<file path="src/rtl/neo_z80_pkg.sv">
// Shared constants and types for the NEO-D0 Z80-side controller:
// I/O port codes, bank reset values, memory window bases and the I/O FSM states.
package neo_z80_pkg;

  localparam logic [4:0] PORT_CMD       = 5'h00;
  localparam logic [4:0] PORT_BANK      = 5'h08;
  localparam logic [4:0] PORT_BANK_MASK = 5'h1C;
  localparam logic [4:0] PORT_NMI_EN    = 5'h08;
  localparam logic [4:0] PORT_NMI_DIS   = 5'h18;
  localparam logic [4:0] PORT_REPLY     = 5'h0C;

  // Reset banks reproduce a linear mapping of the banked windows.
  localparam logic [7:0] BANK0_RST = 8'h1E;
  localparam logic [7:0] BANK1_RST = 8'h0E;
  localparam logic [7:0] BANK2_RST = 8'h06;
  localparam logic [7:0] BANK3_RST = 8'h02;

  localparam logic [15:0] WIN_B3_BASE   = 16'h8000;
  localparam logic [15:0] WIN_B2_BASE   = 16'hC000;
  localparam logic [15:0] WIN_B1_BASE   = 16'hE000;
  localparam logic [15:0] WIN_B0_BASE   = 16'hF000;
  localparam logic [15:0] WIN_ZRAM_BASE = 16'hF800;

  typedef enum logic [1:0] {
    StIdle,
    StRd,
    StWr
  } io_state_e;

endpackage

</file>
<file path="src/rtl/neo_z80_ctrl_bankmap.sv">
// Combinational Z80 memory decode: fixed ROM, four banked ROM windows and work RAM.
module neo_z80_bankmap
  import neo_z80_pkg::*;
#(
  parameter int unsigned MA_W   = 22,
  parameter int unsigned BANK_W = 8
) (
  input  logic [15:0]             sda_i,
  input  logic                    nmreq_i,
  input  logic [3:0][BANK_W-1:0]  banks_i,
  output logic [MA_W-1:0]         ma_o,
  output logic                    nsdrom_o,
  output logic                    nzram_o
);

  localparam int unsigned WideW = BANK_W + 15;

  logic [WideW-1:0] ma_wide;
  logic             rom_hit;
  logic             ram_hit;

  always_comb begin
    ma_wide = '0;
    rom_hit = 1'b0;
    ram_hit = 1'b0;
    if (sda_i >= WIN_ZRAM_BASE) begin
      ram_hit = 1'b1;
    end else if (sda_i >= WIN_B0_BASE) begin
      ma_wide = WideW'({banks_i[0], sda_i[10:0]});
      rom_hit = 1'b1;
    end else if (sda_i >= WIN_B1_BASE) begin
      ma_wide = WideW'({banks_i[1], sda_i[11:0]});
      rom_hit = 1'b1;
    end else if (sda_i >= WIN_B2_BASE) begin
      ma_wide = WideW'({banks_i[2], sda_i[12:0]});
      rom_hit = 1'b1;
    end else if (sda_i >= WIN_B3_BASE) begin
      ma_wide = WideW'({banks_i[3], sda_i[13:0]});
      rom_hit = 1'b1;
    end else begin
      ma_wide = WideW'(sda_i[14:0]);
      rom_hit = 1'b1;
    end
  end

  assign ma_o     = MA_W'(ma_wide);
  assign nsdrom_o = ~(rom_hit & ~nmreq_i);
  assign nzram_o  = ~(ram_hit & ~nmreq_i);

endmodule

</file>
<file path="src/rtl/neo_z80_ctrl.sv">
// NEO-D0 sound-side controller: 68k<->Z80 latches, Z80 NMI generation,
// Z80 I/O port decode and M1 ROM bank windows.
module neo_z80_ctrl
  import neo_z80_pkg::*;
#(
  parameter int unsigned MA_W   = 22,
  parameter int unsigned BANK_W = 8
) (
  input  logic            CLK_24M,
  input  logic            RESET,
  input  logic            nSDW,
  input  logic [7:0]      M68K_DATA_U,
  output logic [7:0]      SOUND_REPLY,
  input  logic [15:0]     SDA,
  input  logic [7:0]      SDD_IN,
  output logic [7:0]      SDD_OUT,
  output logic            SDD_OE,
  input  logic            nIORQ,
  input  logic            nMREQ,
  input  logic            nRD,
  input  logic            nWR,
  output logic            nZ80NMI,
  output logic [MA_W-1:0] MA,
  output logic            nSDROM,
  output logic            nZRAM,
  output logic            NMI_EN
);

  io_state_e                state_q, state_d;
  logic                     sdw_prev_q;
  logic [7:0]               cmd_q, cmd_d;
  logic [7:0]               reply_q, reply_d;
  logic                     pending_q, pending_d;
  logic                     nmi_en_q, nmi_en_d;
  logic                     nmi_n_q, nmi_n_d;
  logic [3:0][BANK_W-1:0]   banks_q, banks_d;

  logic       sdw_fall;
  logic       io_rd;
  logic       io_wr;
  logic       do_rd;
  logic       do_wr;
  logic [4:0] port;

  assign sdw_fall = sdw_prev_q & ~nSDW;
  assign io_rd    = ~nIORQ & ~nRD;
  assign io_wr    = ~nIORQ & ~nWR;
  assign port     = SDA[4:0];

  always_comb begin
    state_d   = state_q;
    cmd_d     = cmd_q;
    reply_d   = reply_q;
    pending_d = pending_q;
    nmi_en_d  = nmi_en_q;
    banks_d   = banks_q;
    do_rd     = 1'b0;
    do_wr     = 1'b0;

    // Act only on the IDLE exit so a long strobe performs its action once.
    unique case (state_q)
      StIdle: begin
        if (io_rd) begin
          state_d = StRd;
          do_rd   = 1'b1;
        end else if (io_wr) begin
          state_d = StWr;
          do_wr   = 1'b1;
        end
      end
      StRd, StWr: begin
        if (nIORQ) state_d = StIdle;
      end
      default: state_d = StIdle;
    endcase

    if (do_rd) begin
      if (port == PORT_CMD) pending_d = 1'b0;
      if ((port & PORT_BANK_MASK) == PORT_BANK) banks_d[SDA[1:0]] = BANK_W'(SDA[15:8]);
    end

    if (do_wr) begin
      case (port)
        PORT_CMD:     cmd_d    = 8'h00;
        PORT_NMI_EN:  nmi_en_d = 1'b1;
        PORT_NMI_DIS: nmi_en_d = 1'b0;
        PORT_REPLY:   reply_d  = SDD_IN;
        default:      ;
      endcase
    end

    // A new 68k command takes priority over a same-cycle Z80 acknowledge.
    if (sdw_fall) begin
      cmd_d     = M68K_DATA_U;
      pending_d = 1'b1;
    end

    nmi_n_d = ~(pending_q & nmi_en_q);
  end

  always_ff @(posedge CLK_24M) begin
    if (RESET) begin
      state_q    <= StIdle;
      sdw_prev_q <= 1'b1;
      cmd_q      <= 8'h00;
      reply_q    <= 8'h00;
      pending_q  <= 1'b0;
      nmi_en_q   <= 1'b0;
      nmi_n_q    <= 1'b1;
      banks_q[0] <= BANK_W'(BANK0_RST);
      banks_q[1] <= BANK_W'(BANK1_RST);
      banks_q[2] <= BANK_W'(BANK2_RST);
      banks_q[3] <= BANK_W'(BANK3_RST);
    end else begin
      state_q    <= state_d;
      sdw_prev_q <= nSDW;
      cmd_q      <= cmd_d;
      reply_q    <= reply_d;
      pending_q  <= pending_d;
      nmi_en_q   <= nmi_en_d;
      nmi_n_q    <= nmi_n_d;
      banks_q    <= banks_d;
    end
  end

  assign SOUND_REPLY = reply_q;
  assign SDD_OUT     = cmd_q;
  assign SDD_OE      = ~nIORQ & ~nRD & (port == PORT_CMD);
  assign nZ80NMI     = nmi_n_q;
  assign NMI_EN      = nmi_en_q;

  neo_z80_bankmap #(
    .MA_W   (MA_W),
    .BANK_W (BANK_W)
  ) u_bankmap (
    .sda_i    (SDA),
    .nmreq_i  (nMREQ),
    .banks_i  (banks_q),
    .ma_o     (MA),
    .nsdrom_o (nSDROM),
    .nzram_o  (nZRAM)
  );

endmodule

</file>
<file path="config.mk">
export PLATFORM = sky130hd
export DESIGN_NAME = neo_z80_ctrl
export DESIGN_NICKNAME = d
export VERILOG_FILES = /design/src/rtl/neo_z80_pkg.sv /design/src/rtl/neo_z80_ctrl_bankmap.sv /design/src/rtl/neo_z80_ctrl.sv
export SDC_FILE = /design/constraint.sdc
export NUM_CORES = 1
export LEC_CHECK = 0
export ABC_CLOCK_PERIOD_IN_PS = 2060
export BUFFER_PORTS_ARGS = -buffer_cell sky130_fd_sc_hd__buf_2
export CAP_MARGIN = 10
export CELL_PAD_IN_SITES_DETAIL_PLACEMENT = 1
export CELL_PAD_IN_SITES_GLOBAL_PLACEMENT = 1
export CORE_MARGIN = 2
export CORE_UTILIZATION = 25
export DETAILED_ROUTE_END_ITERATION = 10
export PLACE_DENSITY_LB_ADDON = 0.1
export SYNTH_ARGS = -nofsm -noshare
export SYNTH_HDL_FRONTEND = slang
export SYNTH_SLANG_ARGS = --single-unit
</file>
<file path="constraint.sdc">
create_clock -name CLK_24M -period 2.06 [get_ports CLK_24M]
set_input_delay 0.412 -clock CLK_24M [delete_from_list [all_inputs] [get_ports CLK_24M]]
set_output_delay 0.412 -clock CLK_24M [all_outputs]
set_load 0.02 [all_outputs]
</file>
# [After elaboration in Yosys (flattened, before gate mapping)]
# Index checks and enable logic that the tools add are counted.
[word_totals] reg_bits=54 elab_cells=81 out_inout_bits=43
[op_classes] n_bitwise=15 muxes=26 n_lt_le_gt_ge=7 n_reduce_logical=14 n_eq_ne=8
[op_table] op="2-to-1 mux 22 bit" count=5
[op_table] op=">= comparator 16 bit, second input constant" count=5
[op_table] op="bitwise mux 32 bit" count=1
[op_table] op="2-to-1 mux 8 bit" count=4
[op_table] op="demux 8 bit (select 2 bit)" count=1
[op_table] op="AND reduction 2 bit" count=6
[op_table] op="== test 5 x 4 -> 1 bit, second input constant" count=2
[op_table] op="2-to-1 mux 1 bit" count=10
[op_table] op="inverter 1 bit" count=8
[op_table] op="nonzero test 2 bit" count=4
[op_table] op="bitwise AND 1 bit" count=7
[op_table] op="2-to-1 mux 2 bit" count=3
[op_table] op="== test 5 bit, second input constant" count=1
[op_table] op="zero test 5 bit" count=1
[op_table] op="case mux 2 bit (2 select lines)" count=1
[op_table] op="== test 3 x 2 -> 1 bit, second input constant" count=1
[op_table] op="< comparator 2 x 3 -> 1 bit, second input constant" count=1
[op_table] op="!= test 3 bit, second input constant" count=1
[op_table] op="== test 2 x 1 -> 1 bit, second input constant" count=1
[op_table] op="== test 2 bit, second input constant" count=1
[op_table] op=">= comparator 2 x 1 -> 1 bit, second input constant" count=1
[op_table] op="zero test 2 bit" count=1
[op_table] op="!= test 2 bit, second input constant" count=1
[op_table] op="case mux 1 bit (2 select lines)" count=1
[op_table] op="2 further kinds" count=2

# [Longest topological paths before layout]
[depth] depth_word=7 mapped_depth=7 depth_no_buf=5

# [Cells and area by module]
# A second synthesis with hierarchy kept.
[hier_totals] cells_unflattened=319 area_unflattened_um2=2822.7
[by_module_without_submodules] mod="neo_z80_ctrl" instances=1 seq_area_each_um2=1081.0 area_each_um2=2351.0 cells_per_inst=249
[by_module_without_submodules] mod="neo_z80_bankmap" instances=1 seq_area_each_um2=0.0 area_each_um2=471.7 cells_per_inst=70

# [Worst setup path after synthesis]
# OpenSTA, ideal clock, no wires.
[synth_timing] path_type="input to output" start="input SDA[13]" end="output MA[17]" cell_stages=5 arrival_time_ps=1720 setup_slack_ps=-72 required_time_ps=1648 path_cell_list="clkbuf_1 buf_1 o21ai_0 and3_1 nor3_1"
[synth_via] elab_chain_len=6
[synth_lines] item="start: declaration" line="neo_z80_ctrl.sv:14" text="input logic [15:0] SDA,"
[synth_lines] item=">= comparator 16 bit" line="neo_z80_ctrl_bankmap.sv:37" text="end else if (sda_i >= WIN_B3_BASE) begin"
[synth_lines] item="2-to-1 mux 22 bit" line="neo_z80_ctrl_bankmap.sv:37"
[synth_lines] item="2-to-1 mux 22 bit" line="neo_z80_ctrl_bankmap.sv:34" text="end else if (sda_i >= WIN_B2_BASE) begin"
[synth_lines] item="2-to-1 mux 22 bit" line="neo_z80_ctrl_bankmap.sv:31" text="end else if (sda_i >= WIN_B1_BASE) begin"
[synth_lines] item="2-to-1 mux 22 bit" line="neo_z80_ctrl_bankmap.sv:28" text="end else if (sda_i >= WIN_B0_BASE) begin"
[synth_lines] item="2-to-1 mux 22 bit (*)" line="neo_z80_ctrl_bankmap.sv:26" text="if (sda_i >= WIN_ZRAM_BASE) begin"
[synth_lines] item="end: declaration" line="neo_z80_ctrl.sv:23" text="output logic [MA_W-1:0] MA,"
# Mark *: on every way between the ends. The rest lies on a longest branch, timed or not.

# [Final worst setup path]
[layout_timing] start="input SDA[3]" end="output SDD_OE"
[layout_via] elab_chain_len=2
[layout_lines] item="zero test 5 bit" line="neo_z80_ctrl.sv:128" text="assign SDD_OE = ~nIORQ & ~nRD & (port == PORT_CMD);"
[layout_lines] item="bitwise AND 1 bit" line="neo_z80_ctrl.sv:128"
[layout_lines] item="end: declaration" line="neo_z80_ctrl.sv:17" text="output logic SDD_OE,"
# Every way passes these cells.

==> impl_results.md <==
* Status: finished, final reports clean
* Antenna Diode Count at 0
* Syn Nets at 360
* Static leakage power at approximately 1.5 nW
* Critical Path AT at 1.52 ns
* Critical setup path kind: primary input to primary output
* Global-route wire length before repair at 14500 um
* Post-route setup TNS at 0 ns
* Placer Congestion at 0.752
* Post-synth ARST share at 0%
* Max-slew headroom at between 50% and 60%
* Top cells by area, synth: dfxtp_1 (39%), mux2i_1 (9.7%), nand2b_1 (7.8%)
* Path type of the worst min-delay path: primary input to flip-flop
* DRC viols at 0
* Main synth FF type: dfxtp_1
* Most numerous cell in the Yosys netlist: dfxtp_1
* Total gr overflow at 0
* Clock latency at the later pin of the worst-skew pair at about 0.32 ns
* Die width at ~110 um
* Post-cts resize count at 0
* Post-synth top area cell: dfxtp_1
* Post-route ant nets at 0
* Initial antenna violation count at 0
* Crit Path Max Fanout at 6
* Critical Path Most Common Cell: buf_2
* Clk_skew at between 0.015 and 0.02 ns
* Layout Cells excl Fill at 540
* Top cell type's share of synthesized area at about two fifths
* PD cells at 609 nW/um^2
* Max VDD drop at 252 uV
* Sequential element share of the synthesized area at between 30 and 40%
* Max-Cap Viols at 0
* Synth Warn # at 0
* Initial Util at 25.6%
* Drt first pass iters at 4
* Worst setup path start: SDA[3]
* Synth unique cells at 49
* FF/Latch Area at 1080 um^2
* Syn Inst Count at 320
* RSZ-0062 raised after global routing: false
* Post-layout min period at 1.94 ns
* Max Buffers Root-to-Sink at 2
* Worst path max stage delay at 0.38 ns
* Area after DPL at 3430 um^2
* Final design area excluding fillers at 3550 um^2
* Ports at 82
* DRT iter0 DRCs at between 80 and 90
* Fmax at approximately 520 MHz
* Tot GR Track Use at 15.8%
* Worst EP required at 1.65 ns
* Area Growth Syn to Fin at 27.2%
* Synthesized cell area at 2790 um^2
* Synth top cells by count: dfxtp_1 (54), nand2b_1 (35), mux2i_1 (27)
* Filler instances at 1312
* Clock slew at reported path FFs at 0.11 ns
* Mean post-synth cell area at 8.72 um^2
* Die Y-Extent at 110 um
* Worst Max-Slew Pin Slew at between 0.6 and 0.7 ns
* Via/cell ratio at 4.83
* Period utilization at 94.0%
* Clock sinks at 54
* Worst setup EP type: primary output
* Number of flops mapped to enable cells by yosys at 0
* Final net count at between 400 and 500
* Setup violators final at 0
* H-Tree Depth at 2
* Vias in the first global route at roughly 2700
* Yosys reg bits at 54
* Num CTS Buffers at 5
* Worst flop-to-flop path startpoint: state_q[1]
* Setup Buffers After CTS at 0
* Via count at 2609
* Largest net degree at the start of global routing at 43
* DIE AREA at 12000 um^2
* IO Port Bufs at 81
* Worst path slowest cell: or3_1
* Total chip power at 0.00216 W
* Worst path cell trace: buf_2 -> or3_1 -> nor3_1 -> nor3b_1 -> buf_2
* TritonCTS clock tree: built
* Pins Over Slew Limit at 0
* HP Start: nSDW
* Post-DR wirelength/cell at 16.5 um
* Root Buffer: clkbuf_8
* # rows at 38
* DPL Wire Length at 6640 um
* Total Routed Length at 8900 um
* Area occupied by multi-input gates at roughly 1500 um^2
* Critical path launch point type: primary input
* Final Hold Fails at 0
* Core area at roughly 11000 um^2
* Placed cells at 532
* Number of buffers inserted by hold repair at cts at 0
* Layout cells sized above 1 at slightly above 30%
placed cells by master, fill, tap and decap left out, types with 2 or more instances in the layout:
| master | count |
|---|---|
| o32ai_1 | 9 |
| or3b_2 | 2 |
| nand3_1 | 16 |
| a211oi_1 | 2 |
| nand3b_1 | 13 |
| nand2_1 | 8 |
| nor2b_1 | 2 |
| mux2i_1 | 27 |
| a31oi_1 | 3 |
| clkbuf_8 | 5 |
| dfxtp_1 | 54 |
| buf_4 | 19 |
| nand2b_1 | 35 |
| and2_1 | 10 |
| or3_1 | 2 |
| a211o_1 | 3 |
| inv_1 | 13 |
| nor2_1 | 14 |
| buf_2 | 81 |
| a21oi_1 | 19 |
| mux2_2 | 3 |
| nor3_2 | 2 |
| o211ai_1 | 2 |
| and3_1 | 4 |
| nor3b_1 | 3 |
| o21ai_0 | 19 |
| a311oi_1 | 2 |
| buf_12 | 2 |
| or3b_4 | 2 |
| and4b_1 | 3 |
final timing paths:
| kind | end | slack [ns] | depth (start not counted) |
|---|---|---|---|
| setup / recovery | SDD_OE | 0.12 | 5 |
| hold / removal | sdw_prev_q | 0.29 | 2 |
| setup reg to reg | banks_q[22] | 0.39 | 6 |
| hold reg to reg | nZ80NMI | 0.40 | 1 |
power breakdown:
| group | internal (W) | switching (W) | total, W |
|---|---|---|---|
| clock | 0.000359 | 0.000377 | 0.000735 |
| combinational | 0.000146 | 0.000209 | 0.000355 |
| sequential | 0.00106 | 0.00000949 | 0.00107 |
| total | 0.00157 | 0.000595 | 0.00216 |
layout make-up:
class | count | area share (%)
multi-input combinational | 224 | 43.6
sequential | 54 | 30.5
timing repair buffer | 102 | 16.6
tap | 140 | 4.94
clock buffer | 5 | 1.94
inverter | 13 | 1.38
clock inverter | 2 | 1.09
logic make-up after synthesis:
group,Yosys count,share of synthesized area [%]
adder cells (fa/ha/maj),1,0.448
AND/OR/NAND/NOR,128,29.3
AO/OA/AOI/OAI,65,14.6
flip-flops,54,38.7
multiplexers,30,10.9
buffers and inverters,42,5.96
per-stage QoR:
step           util, %  setup slack [ns]  hold WS [ns]
6_report          32.6             0.124         0.286
5_1_grt           32.6            0.0158         0.285
4_1_cts           32.5            0.0262         0.272
3_5_place_dp      31.5            0.0305         0.379
3_3_place_gp      31.5            0.0794         0.381
2_1_floorplan        -          0.000401         0.358
sequential cells by signal (all words and copies together) (netlist names):
register     count
banks_q         32
pending_q        1
SOUND_REPLY      8
NMI_EN           1
nZ80NMI          1
SDD_OUT          8
state_q          2
sdw_prev_q       1
metal layers:
layer | up-vias | wire length, um | track usage (%)
li1 | 1289 | - | -
met1 | 1269 | 4380 | 22.2
met2 | 46 | 4040 | 25.0
met3 | 5 | 386 | 3.02
met4 | 0 | 84 | 3.53
met5 | - | 0 | 0
worst max-delay path: cells and delay by family:
| kind | cells | cell delay (ns) |
|---|---|---|
| buffers and inverters | 2 | 0.33 |
| and+or+nand+nor | 3 | 0.79 |
Note: power is estimated with default switching activity, not from simulation.
